## src/rtl/pwl_sched.sv

```systemverilog
// pwl_sched: round-robin front end that shares one fixed-latency symmetric
// PWL core among NREQ requesters. Requests are folded to |x| plus sign,
// tagged through a pipe aligned with the core latency, corrected for the
// selected symmetry and queued in a credit-protected show-ahead FIFO.
// Optional build macro: PWL_SCHED_STATS_EN adds saturating issue/stall counters.
module pwl_sched #(
   parameter int M     = 4,
   parameter int N     = 8,
   parameter int NREQ  = 4,
   parameter int LAT   = 2,
   parameter int DEPTH = 4,
   localparam int W    = M + N,
   localparam int IDW  = (NREQ > 1) ? $clog2(NREQ) : 1
) (
   input  logic              clk,
   input  logic              rst_n,
   input  logic [NREQ-1:0]   req_valid,
   input  logic [NREQ*W-1:0] req_x,
   output logic [NREQ-1:0]   req_ready,
   input  logic [1:0]        sym_mode,
   output logic              core_valid,
   output logic [W-1:0]      core_x,
   input  logic [W-1:0]      core_y,
   output logic              rsp_valid,
   output logic [IDW-1:0]    rsp_id,
   output logic [W-1:0]      rsp_y,
   input  logic              rsp_ready,
   output logic              busy
`ifdef PWL_SCHED_STATS_EN
   ,
   output logic [15:0]       stat_issue,
   output logic [15:0]       stat_stall
`endif
);

   localparam int AW = (DEPTH > 1) ? $clog2(DEPTH) : 1;
   localparam int CW = $clog2(DEPTH + 1);
   localparam logic [W-1:0] ONE = {{(W-1){1'b0}}, 1'b1} << N;

   // |x| with the most negative code saturating to the most positive one
   function automatic logic [W-1:0] sat_abs(input logic signed [W-1:0] x);
      if (x == {1'b1, {(W-1){1'b0}}}) sat_abs = {1'b0, {(W-1){1'b1}}};
      else if (x[W-1])                sat_abs = -x;
      else                            sat_abs = x;
   endfunction

   // Symmetry correction of the core result, all arithmetic mod 2^W
   function automatic logic [W-1:0] sym_fix(input logic [W-1:0] y,
                                            input logic sgn,
                                            input logic [1:0] mode);
      case (mode)
         2'd0:    sym_fix = sgn ? ({W{1'b0}} - y) : y;
         2'd2:    sym_fix = sgn ? (ONE - y) : y;
         default: sym_fix = y;
      endcase
   endfunction

   logic signed [W-1:0] x_arr [NREQ];
   for (genvar gi = 0; gi < NREQ; gi++) begin : g_unpack
      assign x_arr[gi] = req_x[gi*W +: W];
   end

   logic [IDW-1:0]      ptr;
   logic [CW-1:0]       credit;
   logic                found_p0;
   logic [IDW-1:0]      gnt_p0;
   logic signed [W-1:0] x_p0;
   logic                issue_p0;
   logic                pop;

   // Stage p0: rotating-priority search starting at ptr
   always_comb begin
      found_p0 = 1'b0;
      gnt_p0   = '0;
      x_p0     = '0;
      for (int k = 0; k < NREQ; k++) begin
         logic [IDW-1:0] idx;
         idx = IDW'((int'(ptr) + k) % NREQ);
         if (!found_p0 && req_valid[idx]) begin
            found_p0 = 1'b1;
            gnt_p0   = idx;
            x_p0     = x_arr[idx];
         end
      end
   end

   assign issue_p0  = found_p0 && (credit < CW'(DEPTH));
   assign req_ready = issue_p0 ? (NREQ'(1) << gnt_p0) : '0;
   assign busy      = (credit != '0);
   assign pop       = rsp_valid && rsp_ready;

   // Pointer advances past the granted requester; credit tracks in-flight + queued
   always_ff @(posedge clk) begin
      if (!rst_n) begin
         ptr    <= '0;
         credit <= '0;
      end else begin
         if (issue_p0)
            ptr <= (gnt_p0 == IDW'(NREQ - 1)) ? '0 : gnt_p0 + 1'b1;
         if (issue_p0 && !pop)      credit <= credit + 1'b1;
         else if (!issue_p0 && pop) credit <= credit - 1'b1;
      end
   end

   // Tag pipe: index 0 is aligned with core_valid, index LAT with core_y
   logic           vld_p [0:LAT];
   logic [IDW-1:0] id_p  [0:LAT];
   logic           sgn_p [0:LAT];

   // Stage p1 issue register and tag shift toward the core result
   always_ff @(posedge clk) begin
      if (!rst_n) begin
         core_x <= '0;
         for (int i = 0; i <= LAT; i++) begin
            vld_p[i] <= 1'b0;
            id_p[i]  <= '0;
            sgn_p[i] <= 1'b0;
         end
      end else begin
         vld_p[0] <= issue_p0;
         id_p[0]  <= gnt_p0;
         sgn_p[0] <= x_p0[W-1];
         if (issue_p0) core_x <= sat_abs(x_p0);
         for (int i = 1; i <= LAT; i++) begin
            vld_p[i] <= vld_p[i-1];
            id_p[i]  <= id_p[i-1];
            sgn_p[i] <= sgn_p[i-1];
         end
      end
   end

   assign core_valid = vld_p[0];

   // Response FIFO; the credit check guarantees space for every write
   logic [W-1:0]   mem_y  [DEPTH];
   logic [IDW-1:0] mem_id [DEPTH];
   logic [AW-1:0]  wr_ptr, rd_ptr;
   logic [CW-1:0]  fcnt;
   logic           wr_en;

   assign wr_en = vld_p[LAT];

   // Storage is data-only and is never reset
   always_ff @(posedge clk) begin
      if (wr_en) begin
         mem_y[wr_ptr]  <= sym_fix(core_y, sgn_p[LAT], sym_mode);
         mem_id[wr_ptr] <= id_p[LAT];
      end
   end

   // FIFO pointer and occupancy control
   always_ff @(posedge clk) begin
      if (!rst_n) begin
         wr_ptr <= '0;
         rd_ptr <= '0;
         fcnt   <= '0;
      end else begin
         if (wr_en) wr_ptr <= wr_ptr + 1'b1;
         if (pop)   rd_ptr <= rd_ptr + 1'b1;
         if (wr_en && !pop)      fcnt <= fcnt + 1'b1;
         else if (!wr_en && pop) fcnt <= fcnt - 1'b1;
      end
   end

   assign rsp_valid = (fcnt != '0);
   assign rsp_y     = rsp_valid ? mem_y[rd_ptr]  : '0;
   assign rsp_id    = rsp_valid ? mem_id[rd_ptr] : '0;

`ifdef PWL_SCHED_STATS_EN
   // Saturating counters of issues and of credit-starved request cycles
   always_ff @(posedge clk) begin
      if (!rst_n) begin
         stat_issue <= '0;
         stat_stall <= '0;
      end else begin
         if (issue_p0 && stat_issue != 16'hFFFF)
            stat_issue <= stat_issue + 1'b1;
         if (found_p0 && credit == CW'(DEPTH) && stat_stall != 16'hFFFF)
            stat_stall <= stat_stall + 1'b1;
      end
   end
`endif

endmodule

```

## config.mk

```make
export PLATFORM = sky130hd
export DESIGN_NAME = pwl_sched
export DESIGN_NICKNAME = d
export VERILOG_FILES = /design/src/rtl/pwl_sched.sv
export SDC_FILE = /design/constraint.sdc
export NUM_CORES = 1
export LEC_CHECK = 0
export CORE_ASPECT_RATIO = 0.5
export CORE_MARGIN = 1.5
export CORE_UTILIZATION = 55
export CTS_CLUSTER_SIZE = 16
export DETAILED_ROUTE_END_ITERATION = 16
export PLACE_DENSITY = 0.95
export SYNTH_ARGS = -nofsm -noshare
export SYNTH_HDL_FRONTEND = slang
export SYNTH_SLANG_ARGS = --single-unit
```

## constraint.sdc

```tcl
create_clock -name clk -period 9.36 [get_ports clk]
set_clock_uncertainty 0.1 [all_clocks]
set_input_delay 2.808 -clock clk [delete_from_list [all_inputs] [get_ports clk]]
set_output_delay 2.808 -clock clk [all_outputs]
set_load 0.01 [all_outputs]
```

After elaboration in Yosys (flattened, before gate mapping):

Memories as Yosys holds them, arrays and structs flattened. A register that Yosys moved wholly into a read port is not among the register bits.
Index checks and enable logic that the tools add are counted.

* add/subtract/negate cells: 13
* $lt $le $gt $ge: 9
* eq/ne operators: 3
* shift-type cells: 1
* multiplexer cells: 63
* bitwise logic cells: 13
* reduce and logical (&&, ||, !) cells: 20

Operator list (number)
* 12-bit two-way mux: 18
* 12-bit binary-select mux with 2-bit select: 4
* 2-bit two-way mux: 13
* 12-bit case mux with 2 select lines: 1
* 1-bit two-way mux: 18
* 12-bit equality test (second input constant): 1
* 3-bit >= comparator (second input constant): 4
* 2-bit by 3-bit < comparator with 1-bit output (second input constant): 4
* 3-bit two-way mux: 4
* 12-bit negator: 1
* 2-bit NOT with 3-bit output: 4
* 1-bit by 12-bit subtractor with 12-bit output (first input constant): 1
* 9-bit by 12-bit subtractor with 12-bit output (first input constant): 1
* 1-bit logical AND: 9
* 1-bit OR: 9
* 2-bit by 1-bit adder with 2-bit output (second input constant): 4
* 1-bit binary-select mux with 2-bit select: 4
* 3-bit by 1-bit adder with 3-bit output (second input constant): 2
* 1-bit zero test: 6
* 3-bit nonzero test: 2
* 3-bit by 1-bit subtractor with 3-bit output (second input constant): 2
* 2-bit adder (second input constant): 2
* 2-bit equality test (second input constant): 2
* 4-bit two-way mux: 1
* other kinds (4): 5

* bits in registers: 24
* RAM bits: 68
* bits of input ports: 69
* output and inout bits: 33
* memories: 5

Memory list
* mem_y: depth 4, bits a word 12, read ports 1, clocked after memory_dff 1, wr ports 1, line 135 `logic [W-1:0] mem_y [DEPTH];`
* mem_id: depth 4, bits a word 2, read ports 1, clocked after memory_dff 1, wr ports 1, line 136 `logic [IDW-1:0] mem_id [DEPTH];`
* id_p: depth 3, bits a word 2, read ports 3, clocked after memory_dff 0, wr ports 3, line 107 `logic [IDW-1:0] id_p [0:LAT];`
* sgn_p: depth 3, bits a word 1, read ports 3, clocked after memory_dff 0, wr ports 3, line 108 `logic sgn_p [0:LAT];`
* vld_p: depth 3, bits a word 1, read ports 3, clocked after memory_dff 0, wr ports 3, line 106 `logic vld_p [0:LAT];`

Logic depth before layout (Yosys ltp):

* depth in word-level cells: 17
* depth in mapped cells: 15
* mapped depth without buffers: 12

Least setup slack after synthesis:

Ideal clock, no wire load.

* path kind: input to output
* from: input port req_valid[2]
* to: output port req_ready[0]
* data arrival time: 4.042 ns
* required time: 6.452 ns
* slack: 2.410 ns
* stages: 8
* path buffers: 2
* path through: buf_2 clkbuf_1 a21oi_1 o22ai_1 a21oi_1 inv_1 ha_1 and2_1

* longest elaborated chain between the ends: 14
* elaborated cells on any way between the ends: 25
* classes of those cells: shift: 1; mux: 17; reduce/logical: 7

RTL lines
* start, declared: line 17 `input logic [NREQ-1:0] req_valid,`
* 1-bit binary-select mux with 2-bit select: line 79 `if (!found_p0 && req_valid[idx]) begin`
* 1-bit two-way mux (implied by the code): line 79
* 1-bit two-way mux: line 79
* 1-bit zero test: line 79
* 1-bit logical AND: line 79
* 1-bit two-way mux: line 79
* 1-bit zero test: line 79
* 1-bit logical AND: line 79
* 1-bit two-way mux: line 79
* 1-bit zero test: line 79
* 1-bit logical AND: line 79
* 2-bit two-way mux *: line 79
* via gnt_p0[0]: line 66 `logic [IDW-1:0] gnt_p0;`
* 1-bit by 2-bit left shift with 4-bit output *: line 88 `assign req_ready = issue_p0 ? (NREQ'(1) << gnt_p0) : '0;`
* 4-bit two-way mux *: line 88
* end, declared: line 19 `output logic [NREQ-1:0] req_ready,`

The timed path passes the listed nets; every way through them passes the cells marked *. The select of a mux whose other input is x is not followed.

Worst setup path after layout:

* from: input port req_valid[0]
* to: output port req_ready[2]

Same word-level chain as after synthesis.

==> flow_summary_export.csv <==
group,metric,value,unit
synth,synth_cells,533,
floorplan,die-area,0.0113,sq mm
floorplan,initial_utilization,57.0,%
sta,hold_viol,0,
cts,cts_setup_buffers,0,
synth,synth_area,0.00586,sq mm
synth,syn_nets,616,
sta,whs,325,ps
synth,synth.area.mux_share,16.3,%
floorplan,dieHeight,76.0,um
sta,clock.fmax,123,MHz
synth,syn_area_per_cell,11.0,sq um
global_routing,grt_pass1_wl,21800,um
min_path,holdPathStages,1,
route,drc,0,
final_layout,drive_gt1_share,13.1,%
cts,clkTransAtPathRegs,60,ps
cts,clockBufferDepth,2,
place,dp_slack,1210,ps
synth,synth_simple_gate_area_share,15.2,%
outcome,status,"finished clean",
cts,cts_root_buf,"clkbuf_16",
cts,cts_tree,"yes",
setup_path,critPathMaxFanout,17,
synth,synth_top_area_share,28.7,%
synth,synth_top_family_by_area,"multiplexers",
power_and_ir_drop,p_leak,2.57,nW
setup_path,crit_path_end,"req_ready[2]",
synth,synth.most_common_cell,"edfxtp_1",
setup_path,critical_path.endpoint_type,"output pin",
setup_path,r2r_cells,13,
synth,synth_common_cells,"56 x edfxtp_1, 46 x nor2_1, 38 x dfxtp_1",
final_layout,regArea,0.00244,sq mm
route,viasPerCell,6.06,
synth,yosysWarnings,0,
synth,yosysUniqueCellTypes,77,
floorplan,rows,26,
cts,cts_resized,0,
sta,rsz0062_at_grt,"false",
final_layout,layout.nets,698,
floorplan,pin_count,102,
setup_path,crit_type,"primary input to output pin",
sta,min_period_over_period,87.1,%
synth,synth_compound_area_share,15.7,%
final_layout,area_delta_synth_final,23.1,%
sta,worstMarginPinSlew,939,ps
place,gp_congestion,0.971,
synth,synth-edff-count,56,
synth,ys_ff_latch,94,
route,drtPass1Iterations,5,
setup_path,critPathLaunchType,"primary input",
floorplan,die_w,149,um
power_and_ir_drop,vdd_drop_max,0.111,mV
global_routing,grtUsageTotal,24.3,%
route,num_vias,4609,
global_routing,antenna_found_initial,0,
place,dp_cells,744,
synth,synth-main-ff-cell,"edfxtp_1",
final_layout,stdcell_count,760,
global_routing,grt_pass1_vias,4454,
cts,numCtsBuffers,9,
sta,fin_crit,8150,ps
synth,yosysSeqAreaShare,41.7,%
cts,cts.htree.levels,3,
sta,worst_slew_margin_rel,37.3,%
final_layout,fillers,778,
setup_path,reg2reg_from,"ptr[0]",
sta,final_max_slew_viol_count,0,
place,dp_hpwl,9800,um
power_and_ir_drop,p_per_area,250,mW/mm^2
sta,fin_ws,1210,ps
final_layout,multi_input_comb_area,0.00317,sq mm
route,avgRoutedWirePerCell,17.5,um
setup_path,critPathArrivalTime,5250,ps
place,port_buffers,101,
floorplan,coreArea,0.0103,sq mm
setup_path,crit_start,"req_valid[0]",
synth,synthAdderAreaFrac,3.25,%
final_layout,n_antenna_cell,0,
cts,cts_hold_buffers,0,
run,maxCapViolCount,0,
setup_path,timing.reg2reg.setup_slack,4900,ps
global_routing,grt_max_degree,50,
min_path,hold_path.class,"register to register",
synth,synth_xor_area_share,3.74,%
setup_path,worstPathRequired,6450,ps
global_routing,grt_overflow,0,
route,drt-initial-drc-count,210,
synth,synth_area_leaders,"edfxtp_1 29%, dfxtp_1 13%, mux4_2 9.2%",
cts,clock_sinks,94,
setup_path,r2r_end,"core_x[8]",
synth,async_reset_ff_share,0,%
route,drtAntennaViolNets,0,
sta,setup_viol,0,
sta,tns,0,ps
synth,yosys.area.top_type,"edfxtp_1",
cts,clkLatencyLatePin,330,ps
route,wl,13300,um
==> layout by cell type (no fill, tap or decap), types with 20 or more instances in the layout <==
cell             count
dfxtp_1             37
and2_1              32
a21oi_1             22
clkdlybuf4s50_1    101
mux2i_1             20
mux4_2              24
nand2_1             25
nor2_1              46
edfxtp_1            56
inv_1               20
o21ai_0             22
==> logic make-up after synthesis <==
group / count (synthesis)
and+or+nand+nor: 162
AOI/OAI and AO/OA: 121
DFF: 94
muxes: 63
buffers and inverters: 54
xor gates and xnor gates: 25
adders and majority gates: 14
==> metrics by stage <==
stage | power, mW | utilization (%) | area [sq um]
floorplan | 1.16 | - | 5860
global placement | 1.41 | 67.1 | 6900
detailed placement | 1.44 | 67.1 | 6900
CTS | 1.80 | 70.1 | 7210
global route | 1.91 | 70.1 | 7210
finish | 1.80 | 70.1 | 7210
==> critical path, stage by stage <==
cell	delay, ps
clkdlybuf4s50_1	630
nor2b_1	300
a21oi_1	150
o22ai_1	100
a21oi_1	300
inv_1	140
ha_1	210
and2_1	130
clkdlybuf4s50_1	470
==> area by class of cell <==
| class | instances | area share, % |
|---|---|---|
| well taps | 140 | 2.43 |
| multi-input cells | 385 | 44.0 |
| clock buffers | 9 | 3.13 |
| clock inverters | 7 | 1.08 |
| inverters | 21 | 1.09 |
| repair buffers | 104 | 14.3 |
| flip-flops and latches | 94 | 33.9 |
==> where the power goes <==
group | switching (mW) | total, mW | internal [mW]
Clock | 0.153 | 0.363 | 0.210
Combinational | 0.454 | 0.892 | 0.439
Sequential | 0.0541 | 0.546 | 0.492
Total | 0.660 | 1.80 | 1.14
==> registers in the layout, summed over array words and instances, names as in the netlist, named ones only <==
name    cells
credit      3
vld_p       3
sgn_p       3
core_x     12
mem_y      48
wr_ptr      2
id_p        6
ptr         2
fcnt        3
rd_ptr      2
mem_id      8
==> worst min-delay path by stage <==
| stage | start | end | slack, ps |
|---|---|---|---|
| floorplan | sgn_p[0][1] | sgn_p[0][2] | 310 |
| global placement | sgn_p[0][1] | sgn_p[0][2] | 310 |
| detailed placement | sgn_p[0][1] | sgn_p[0][2] | 310 |
| CTS | sgn_p[0][1] | sgn_p[0][2] | 330 |
| global route | vld_p[0][1] | vld_p[0][2] | 350 |
| finish | sgn_p[0][1] | sgn_p[0][2] | 320 |
==> routing by layer <==
| metal | wire (um) | share of wire (%) | track usage [%] | up-vias |
|---|---|---|---|---|
| met2 | 6480 | 49 | 41.6 | 198 |
| met3 | 879 | 6.6 | 4.76 | 22 |
| met4 | 260 | 2.0 | 7.62 | 0 |
| met1 | 5660 | 43 | 31.1 | 2205 |
| li1 | - | - | - | 2184 |
| met5 | 0 | 0 | 0 | - |
Power figures use the tool's default switching activity.
